==> config.mk <==
export PLATFORM = sky130hd
export DESIGN_NAME = servo_pwm_driver_flat
export DESIGN_NICKNAME = d
export VERILOG_FILES = /design/src/rtl/servo_pwm_driver_if.sv /design/src/rtl/servo_pwm_driver.sv /design/src/flat_wrapper.sv
export SDC_FILE = /design/constraint.sdc
export NUM_CORES = 1
export LEC_CHECK = 0
export CORE_UTILIZATION = 45
export DETAILED_ROUTE_END_ITERATION = 6
export GPL_TIMING_DRIVEN = 0
export MAX_ROUTING_LAYER = met4
export SYNTH_ARGS = -nofsm -noshare
export SYNTH_HDL_FRONTEND = slang
export SYNTH_SLANG_ARGS = --single-unit
==> constraint.sdc <==
create_clock -name clk -period 2.1 [get_ports clk]
set_input_delay 0.42 -clock clk [delete_from_list [all_inputs] [get_ports clk]]
set_output_delay 0.42 -clock clk [all_outputs]
set_load 0.02 [all_outputs]
==> src/rtl/servo_pwm_driver_if.sv <==
// -----------------------------------------------------------------------------
// servo_pwm_driver_if
//
// Link between the angle-sweep controller and the servo PWM driver.
//
// Signals:
//   servo_angle      [7:0]  angle code (8'h00 = -90 deg, 8'h80 = centre,
//                           8'hFF = +90 deg), driven by the sweep controller
//   pwm_en                  1 = emit pulses, 0 = keep the servo pin low
//   servo_cycle_done        one-clock strobe from the driver at each PWM
//                           period boundary
//
// Modports:
//   master  - sweep controller side (drives angle/enable, watches done)
//   slave   - PWM driver side (samples angle/enable, raises done)
// -----------------------------------------------------------------------------
interface servo_pwm_driver_if;
  logic [7:0] servo_angle;
  logic       pwm_en;
  logic       servo_cycle_done;

  modport master (
    output servo_angle,
    output pwm_en,
    input  servo_cycle_done
  );

  modport slave (
    input  servo_angle,
    input  pwm_en,
    output servo_cycle_done
  );
endinterface

==> src/rtl/servo_pwm_driver.sv <==
// -----------------------------------------------------------------------------
// servo_pwm_driver
//
// Turns an 8-bit servo angle code into a hobby-servo pulse train and reports
// each completed PWM period back to the sweep controller.
//
//   pulse_ticks = MIN_PULSE_US + ((servo_angle * SPAN_US) >> 8)
//
// The angle and the enable are sampled only at a period start, so a pulse
// width never changes while the pulse is on the pin.
//
// Parameters:
//   TICK_DIV      clocks per timing tick (>= 1)
//   PERIOD_US     PWM period in ticks
//   MIN_PULSE_US  pulse width in ticks for angle code 8'h00
//   SPAN_US       extra pulse width in ticks for full-scale angle (x256/256)
//   MIN_PULSE_US + SPAN_US must be below PERIOD_US (not checked here).
//
// Ports:
//   clk       in   system clock
//   rst_n     in   asynchronous active-low reset
//   sweep_if  slave modport: servo_angle / pwm_en in, servo_cycle_done out
//   pwm_out   out  servo control pulse (registered)
//
// Timing:
//   - First period starts on the first edge after rst_n releases; that start
//     raises no done strobe.
//   - Every later period start raises servo_cycle_done for one clock and, if
//     a pulse is due, raises pwm_out on the same edge.
//   - Period = PERIOD_US * TICK_DIV clocks, high time = pulse_ticks * TICK_DIV.
//   - All outputs come straight from flops.
// -----------------------------------------------------------------------------
module servo_pwm_driver #(
  parameter int TICK_DIV     = 50,
  parameter int PERIOD_US    = 20000,
  parameter int MIN_PULSE_US = 1000,
  parameter int SPAN_US      = 1000
) (
  input  logic                     clk,
  input  logic                     rst_n,
  servo_pwm_driver_if.slave        sweep_if,
  output logic                     pwm_out
);

  // Counter widths, never narrower than one bit.
  localparam int CLK_W  = (TICK_DIV  > 1) ? $clog2(TICK_DIV)  : 1;
  localparam int TICK_W = (PERIOD_US > 1) ? $clog2(PERIOD_US) : 1;
  // Product is held at full width (8 + width(SPAN_US)) so nothing is lost
  // before the >> 8.
  localparam int SPAN_W = (SPAN_US > 0) ? $clog2(SPAN_US + 1) : 1;
  localparam int PROD_W = 8 + SPAN_W;

  localparam logic [CLK_W-1:0]  CLK_LAST  = CLK_W'(TICK_DIV - 1);
  localparam logic [TICK_W-1:0] TICK_LAST = TICK_W'(PERIOD_US - 1);

  typedef enum logic [1:0] {
    ST_START = 2'd0,
    ST_HIGH  = 2'd1,
    ST_LOW   = 2'd2
  } state_t;

  state_t              state_q;
  logic [CLK_W-1:0]    clk_cnt_q,  clk_cnt_d;
  logic [TICK_W-1:0]   tick_cnt_q, tick_cnt_d;
  logic [TICK_W-1:0]   pulse_q;
  logic                en_q;
  logic                pwm_q;
  logic                done_q;

  logic [PROD_W-1:0]   prod_s;
  logic [PROD_W-1:0]   prod_shr_s;
  logic [TICK_W-1:0]   pulse_calc_s;
  logic                fire_s;
  logic                tick_wrap_s;
  logic                period_end_s;
  logic                pulse_end_s;
  logic                start_s;

  // Pulse width from the live angle; only captured at a period start.
  always_comb begin
    prod_s       = PROD_W'(sweep_if.servo_angle) * PROD_W'(SPAN_US);
    prod_shr_s   = prod_s >> 8;
    pulse_calc_s = TICK_W'(MIN_PULSE_US) + TICK_W'(prod_shr_s);
    // A zero-width pulse must never reach the pin, not even for one clock.
    fire_s       = sweep_if.pwm_en && (pulse_calc_s != {TICK_W{1'b0}});
  end

  // Tick / period / pulse boundary decode and counter next-state.
  always_comb begin
    tick_wrap_s  = (clk_cnt_q == CLK_LAST);
    period_end_s = tick_wrap_s && (tick_cnt_q == TICK_LAST);
    pulse_end_s  = tick_wrap_s && (tick_cnt_q == (pulse_q - TICK_W'(1)));
    // START lasts exactly one clock, so its exit edge is a period start too.
    start_s      = (state_q == ST_START) || period_end_s;

    clk_cnt_d  = clk_cnt_q;
    tick_cnt_d = tick_cnt_q;
    if (start_s) begin
      clk_cnt_d  = {CLK_W{1'b0}};
      tick_cnt_d = {TICK_W{1'b0}};
    end else if (tick_wrap_s) begin
      clk_cnt_d  = {CLK_W{1'b0}};
      tick_cnt_d = tick_cnt_q + TICK_W'(1);
    end else begin
      clk_cnt_d  = clk_cnt_q + CLK_W'(1);
      tick_cnt_d = tick_cnt_q;
    end
  end

  // Clock-divider and period tick counters.
  always_ff @(posedge clk or negedge rst_n) begin
    if (!rst_n) begin
      clk_cnt_q  <= {CLK_W{1'b0}};
      tick_cnt_q <= {TICK_W{1'b0}};
    end else begin
      clk_cnt_q  <= clk_cnt_d;
      tick_cnt_q <= tick_cnt_d;
    end
  end

  // Pulse FSM with registered pin and done strobe.
  always_ff @(posedge clk or negedge rst_n) begin
    if (!rst_n) begin
      state_q <= ST_START;
      pulse_q <= {TICK_W{1'b0}};
      en_q    <= 1'b0;
      pwm_q   <= 1'b0;
      done_q  <= 1'b0;
    end else begin
      // The START exit opens the first period but completes none.
      done_q <= period_end_s && (state_q != ST_START);
      if (start_s) begin
        pulse_q <= pulse_calc_s;
        en_q    <= sweep_if.pwm_en;
        // Pin rises on the same edge as done so the sweep controller sees
        // the strobe and the new pulse together.
        if (fire_s) begin
          state_q <= ST_HIGH;
          pwm_q   <= 1'b1;
        end else begin
          state_q <= ST_LOW;
          pwm_q   <= 1'b0;
        end
      end else begin
        case (state_q)
          ST_HIGH: begin
            // en_q is always 1 while HIGH; also gating on it means a
            // disturbed enable register can only force the pin low.
            if (pulse_end_s || !en_q) begin
              state_q <= ST_LOW;
              pwm_q   <= 1'b0;
            end else begin
              state_q <= ST_HIGH;
              pwm_q   <= 1'b1;
            end
          end
          ST_LOW: begin
            state_q <= ST_LOW;
            pwm_q   <= 1'b0;
          end
          default: begin
            state_q <= ST_LOW;
            pwm_q   <= 1'b0;
          end
        endcase
      end
    end
  end

  assign pwm_out                   = pwm_q;
  assign sweep_if.servo_cycle_done = done_q;

endmodule

==> src/flat_wrapper.sv <==
// flat-port wrapper written by rule: the top's interface ports become plain ports
module servo_pwm_driver_flat 
#(
  parameter int TICK_DIV     = 50,
  parameter int PERIOD_US    = 20000,
  parameter int MIN_PULSE_US = 1000,
  parameter int SPAN_US      = 1000
)
  (clk, rst_n, pwm_out, sweep_if_servo_angle, sweep_if_pwm_en, sweep_if_servo_cycle_done);
  servo_pwm_driver_if sweep_if_i ();
  input  logic clk;
  input  logic rst_n;
  output logic pwm_out;
  input wire logic [$bits(sweep_if_i.servo_angle)-1:0] sweep_if_servo_angle;
  input wire logic [$bits(sweep_if_i.pwm_en)-1:0] sweep_if_pwm_en;
  output wire logic [$bits(sweep_if_i.servo_cycle_done)-1:0] sweep_if_servo_cycle_done;
  assign sweep_if_i.servo_angle = sweep_if_servo_angle;
  assign sweep_if_i.pwm_en = sweep_if_pwm_en;
  assign sweep_if_servo_cycle_done = sweep_if_i.servo_cycle_done;
  servo_pwm_driver #(.TICK_DIV(TICK_DIV), .PERIOD_US(PERIOD_US), .MIN_PULSE_US(MIN_PULSE_US), .SPAN_US(SPAN_US)) u_core (.clk(clk), .rst_n(rst_n), .sweep_if(sweep_if_i), .pwm_out(pwm_out));
endmodule
== After elaboration in Yosys (flattened, before gate mapping) ==
Index checks and enable logic that the tools add are counted.

* Reduce and logical (&&, ||, !) cells: 11
* Multiplexer cells: 12
* Multipliers: 1
* Eq/ne operators: 4
* Add/subtract/negate cells: 4

{| class="wikitable"
|+ Operator list
! operator !! number
|-
| $mux 15 || 2
|-
| $add 15x1->15 const B || 1
|-
| $eq 15x15->1 || 1
|-
| $eq 15x15->1 const B || 1
|-
| $mul 8x7->15 const B || 1
|-
| $reduce_bool 15->1 || 1
|-
| $sub 15x1->15 const B || 1
|-
| $mux 6 || 2
|-
| $add 10x10->11 const A || 1
|-
| $mux 2 || 4
|-
| $add 6x1->6 const B || 1
|-
| $eq 6x6->1 const B || 1
|-
| $logic_and 1x1->1 || 4
|-
| $mux 1 || 4
|-
| $reduce_bool 2->1 || 2
|-
| $eq 2x1->1 const B || 1
|-
| $logic_not 2->1 || 1
|-
| $logic_or 1x1->1 || 2
|-
| $logic_not 1->1 || 1
|}

* Word-level logic and storage cells: 39
* Output and inout bits: 2
* Input port bits: 11
* Register bits: 41

== Logic depth before layout (Yosys ltp) ==
* Word-level depth: 7
* Mapped depth: 19
* Mapped depth without buffers: 19

== Worst setup path after synthesis ==
OpenSTA, ideal clock, no wires.

* Path kind: in2reg
* Start: input port sweep_if_servo_angle[0]
* End: register u_core.pulse_q[9]
* Buffers on the path: 0
* Slack: -2.613 ns
* Data required time: 1.963 ns
* Library setup time: 0.137 ns
* Cell stages on the path: 19
* Arrival: 4.576 ns
* Cells stage by stage: fa_1 > xor2_1 > ha_1 > fa_1 > inv_1 > fa_1 > inv_1 > ha_1 > nor3_1 > a211oi_2 > a21oi_1 > inv_1 > a21oi_1 > xnor2_1 > ha_1 > nor3_4 > mux2_1 > a21oi_1 > o31ai_2

* Longest elaborated chain between the ends: 2

{| class="wikitable"
|+ RTL lines
! element !! RTL line !! source
|-
| from (decl) || flat_wrapper.sv:14 || <nowiki>input wire logic [$bits(sweep_if_i.servo_angle)-1:0] sweep_if_servo_angle;</nowiki>
|-
| $mul 8x7->15 || servo_pwm_driver.sv:81 || <nowiki>prod_s = PROD_W'(sweep_if.servo_angle) * PROD_W'(SPAN_US);</nowiki>
|-
| $add 10x10->11 || servo_pwm_driver.sv:83 || <nowiki>pulse_calc_s = TICK_W'(MIN_PULSE_US) + TICK_W'(prod_shr_s);</nowiki>
|-
| to (signal assigned) || servo_pwm_driver.sv:125 || <nowiki>pulse_q <= {TICK_W{1'b0}};</nowiki>
|-
| to (signal assigned) || servo_pwm_driver.sv:133 || <nowiki>pulse_q <= pulse_calc_s;</nowiki>
|-
| to (decl) || servo_pwm_driver.sv:65 || <nowiki>logic [TICK_W-1:0] pulse_q;</nowiki>
|}

Every way passes these cells.
A chain may end at the register's enable or synchronous reset.

== Worst setup path after layout ==
* Start: input port sweep_if_servo_angle[1]
* End: register u_core.pulse_q[9]

Same word-level chain as after synthesis.

==> run_results.csv <==
group,metric,value,unit
place,place_hpwl,4890,um
worst_setup_path,arrival,4.58,ns
synthesis,synthXorXnorAreaFrac,0.131,
cts,h-tree-depth,2,
power_and_ir_drop,p_int,2.99,mW
power_and_ir_drop,combPwrFrac,0.748,
synthesis,ys_ff_latch,36,
synthesis,synth_compound_gate_area_share,0.0906,
floorplan,die_w,88.7,um
drt,ant_nets,0,
hold_path,min_path_type,"input port to async pin",
cts,cts_max_path_buffers,2,
worst_setup_path,cp-start-kind,"input port",
grt,grt_pass1_wl,10900,um
power_and_ir_drop,p_clk_frac,0.103,
power_and_ir_drop,seqPwrFrac,0.149,
cts,clkLatencyLatePin,0.29,ns
timing,final.setup.tns,-18.07,ns
timing,setup_ws,-2.32,ns
worst_setup_path,startpoint,"sweep_if_servo_angle[1]",
synthesis,yosys_warnings,0,
floorplan,core_area,7250,um2
floorplan,start_util,0.466,
synthesis,avgSynthCellArea,9.29,um2
cts,numCtsBuffers,5,
grt,grt_max_degree,37,
synthesis,synth_ff_type,"dfrtp_1",
power_and_ir_drop,p_leak,1.92,nW
synthesis,synthesis.area,3380,um2
cts,clkSinkCount,36,
drt,via_count,2579,
cts,clk_pin_slew,0.07,ns
grt,antenna_found_initial,0,
grt,grt_use_met2,0.334,
drt,drt_first_pass_iters,4,
cells_and_area,fin_cells,509,
cells_and_area,final_nets,481,
timing,fin_crit_sh,2.10,
worst_setup_path,end_kind,"flip-flop",
worst_setup_path,cp.required,2.26,ns
synthesis,synth_top_family_by_area,"adder cells",
synthesis,synth_area_leaders,"dfrtp_1 (27%), ha_1 (15%), fa_1 (12%), xor2_1 (6.5%), xnor2_1 (5.7%)",
drt,wire_per_inst,12.8,um
synthesis,synth_edf_count,0,
worst_setup_path,r2r_start,"u_core.clk_cnt_q[1]",
worst_setup_path,worstPathMaxFanout,4,
floorplan,dieHeight,88.7,um
cts,tritoncts,"built",
power_and_ir_drop,ir_drop,0.711,mV
grt,use_met1,0.211,
flow_run,cap_violations,0,
run_status,outcome,"complete, but fails checks",
cells_and_area,diodes,0,
synthesis,synthSimpleGateAreaFrac,0.170,
cells_and_area,area_growth,27.8,%
power_and_ir_drop,power_density,1130,nW/um2
synthesis,muxShareOfSynthArea,0.0196,
power_and_ir_drop,p_sw,1.90,mW
timing,setup_viol,13,
grt,busiest_layer,"met2",
synthesis,synth_top_area_frac,0.266,
power_and_ir_drop,swShare,0.389,
drt,drc,0,
cells_and_area,drive_gt1_frac,0.256,
timing,drv_slew,0,
floorplan,die-area,7870,um2
drt,via_per_inst,5.07,
grt,globalRouteMet3Util,0.0196,
drt,drt_wl_total,6540,um
timing,post-route-min-period,4.42,ns
synthesis,async_reset_ff_frac,1.00,
grt,first_global_vias,2467,
cells_and_area,fill_cells,639,
grt,grtUsageTotal,0.184,
place,place_inst,475,
cts,root_buffer,"clkbuf_8",
drt,dr.first_iter.drc_count,33,
floorplan,io_pins,13,
place,numPortBuffers,12,
synthesis,netlist_instances,364,
floorplan,rows,31,
synthesis,synth_top_area_cell,"dfrtp_1",
synthesis,ys_seq_area_frac,0.266,
timing,slew_headroom,0.461,
synthesis,synth_nets,436,
timing,hold_violations,0,
synthesis,synth_fa_ha_area_frac,0.270,
timing,max_freq,0.226,GHz
timing,clock_skew,0.00704,ns
synthesis,synth_cell_type_count,48,
grt,grt.overflow.total,0,
place,globalplace.congestion,0.827,
timing,rsz0062_at_grt,"yes",
worst_setup_path,critical_path_class,"input port to flip-flop",
timing,tightestPinTransition,0.809,ns
run_status,violations,"negative setup slack",
==> stage by stage <==
stage                util  total power, mW  worst slack, ns  hold slack [ns]  area [um2]
finish              0.596             4.89            -2.32            0.221        4320
global route        0.596             5.25            -2.51            0.277        4320
CTS                 0.565             4.49            -2.35            0.244        4100
detailed placement  0.519             3.25            -3.34            0.484        3770
global placement    0.520             3.23            -3.30            0.463        3770
floorplan               -             2.90            -2.39            0.124        3530
==> state kept, by name, summed over array words and instances (netlist names) <==
register / count
u_core.sweep_if.servo_cycle_done: 1
u_core.clk_cnt_q: 6
u_core.state_q: 2
u_core.tick_cnt_q: 15
u_core.en_q: 1
u_core.pulse_q: 11
==> worst paths after layout <==
kind	cells past startpoint	slack, ns	end
worst max-delay path	19	-2.32	u_core.pulse_q[9]
worst min-delay path	1	0.22	u_core.clk_cnt_q[5]
worst max register to register	10	-0.23	u_core.pulse_q[9]
worst min register to register	2	0.49	u_core.en_q
max in group asynchronous	1	1.37	u_core.tick_cnt_q[9]
min in group clk	2	0.49	u_core.en_q
==> cell type report <==
class                           instances  area, um2  area share
Buffer                                  6       31.3     0.00724
Clock buffer                            8       90.1      0.0208
Inverter                               40        150      0.0347
Multi-Input combinational cell        281       2700       0.625
Sequential cell                        36        901       0.208
Tap cell                               99        124      0.0287
Timing Repair Buffer                   39        327      0.0755
==> Yosys cell counts, types with 2 or more instances <==
| library cell | number |
|---|---|
| dfrtp_1 | 36 |
| nor2_1 | 43 |
| a21oi_1 | 20 |
| nor3_1 | 13 |
| nor2_2 | 2 |
| ha_1 | 41 |
| clkbuf_1 | 7 |
| nand4_1 | 8 |
| xnor2_1 | 22 |
| o22ai_1 | 2 |
| nor4_1 | 3 |
| a31oi_1 | 2 |
| nand3_1 | 10 |
| xor2_1 | 25 |
| inv_1 | 40 |
| nand2b_1 | 3 |
| fa_1 | 20 |
| and3_1 | 3 |
| or3_1 | 2 |
| nand3b_1 | 2 |
| mux2i_1 | 4 |
| xnor2_2 | 2 |
| nand2_1 | 21 |
| nor3b_1 | 2 |
| a211oi_1 | 2 |
| o21ai_0 | 7 |
==> power groups by stage <==
stage | Sequential (mW) | Combinational [mW] | Clock [mW]
global placement | 0.733 | 2.50 | 0
finish | 0.727 | 3.66 | 0.504
floorplan | 0.729 | 2.17 | 0
CTS | 0.723 | 3.25 | 0.516
global route | 0.729 | 3.97 | 0.549
detailed placement | 0.734 | 2.51 | 0
==> placed cells by master, fill, tap and decap left out, types with 3 or more instances in the layout <==
master / synthesis / final
nor2_1: 43 / 40
dfrtp_1: 36 / 36
inv_1: 40 / 33
ha_1: 41 / 28
xor2_1: 25 / 25
buf_4: 0 / 24
nand2_1: 21 / 20
fa_1: 20 / 20
xnor2_1: 22 / 19
a21oi_1: 20 / 13
ha_4: 0 / 12
nand3_1: 10 / 10
nand4_1: 8 / 8
inv_2: 0 / 7
nor3_1: 13 / 7
a21oi_2: 0 / 6
clkbuf_8: 0 / 6
xnor2_2: 2 / 5
clkbuf_1: 7 / 5
buf_6: 0 / 5
nor3_4: 1 / 4
mux2i_1: 4 / 4
buf_2: 0 / 4
nor2_4: 0 / 3
and3_1: 3 / 3
nor3_2: 0 / 3
o21ai_0: 7 / 3
nand2b_1: 3 / 3
o21ai_1: 1 / 3
clkdlybuf4s50_1: 0 / 3
==> what timing repair did <==
| action | 4_1_cts | 5_1_grt |
|---|---|---|
| endpoints found under the setup margin | 28 | 28 |
| setup buffers | 11 | 17 |
| pin swaps | 26 | 20 |
| hold buffers | 0 | 0 |
| gates cloned | 0 | 0 |
| gates resized for setup | 75 | 24 |
==> kinds of logic (layout without fill, tap and decap cells) <==
logic type	Yosys count	after routing
AND/OR/NAND/NOR	118	118
buffers and inverters	47	93
AO/OA/AOI/OAI	47	47
multiplexers	6	6
XOR/XNOR	49	49
flip-flops	36	36
adder cells (fa/ha/maj)	61	61
==> layer usage <==
metal	part of all wire	wire length [um]
met3	0.016	102
met4	0.013	85
met2	0.52	3400
met5	0	0
met1	0.45	2950
==> critical path: stages <==
cell	delay [ns]
buf_12	0.10
fa_1	0.56
xor2_1	0.15
ha_1	0.26
fa_1	0.48
inv_1	0.05
fa_1	0.49
inv_2	0.05
ha_4	0.27
nor2_4	0.04
a211oi_4	0.29
a21oi_2	0.11
buf_4	0.15
xnor2_2	0.14
ha_2	0.23
nor3_4	0.26
mux2_4	0.33
a21oi_2	0.13
o31ai_2	0.06
(Power assumes the default switching activity.)
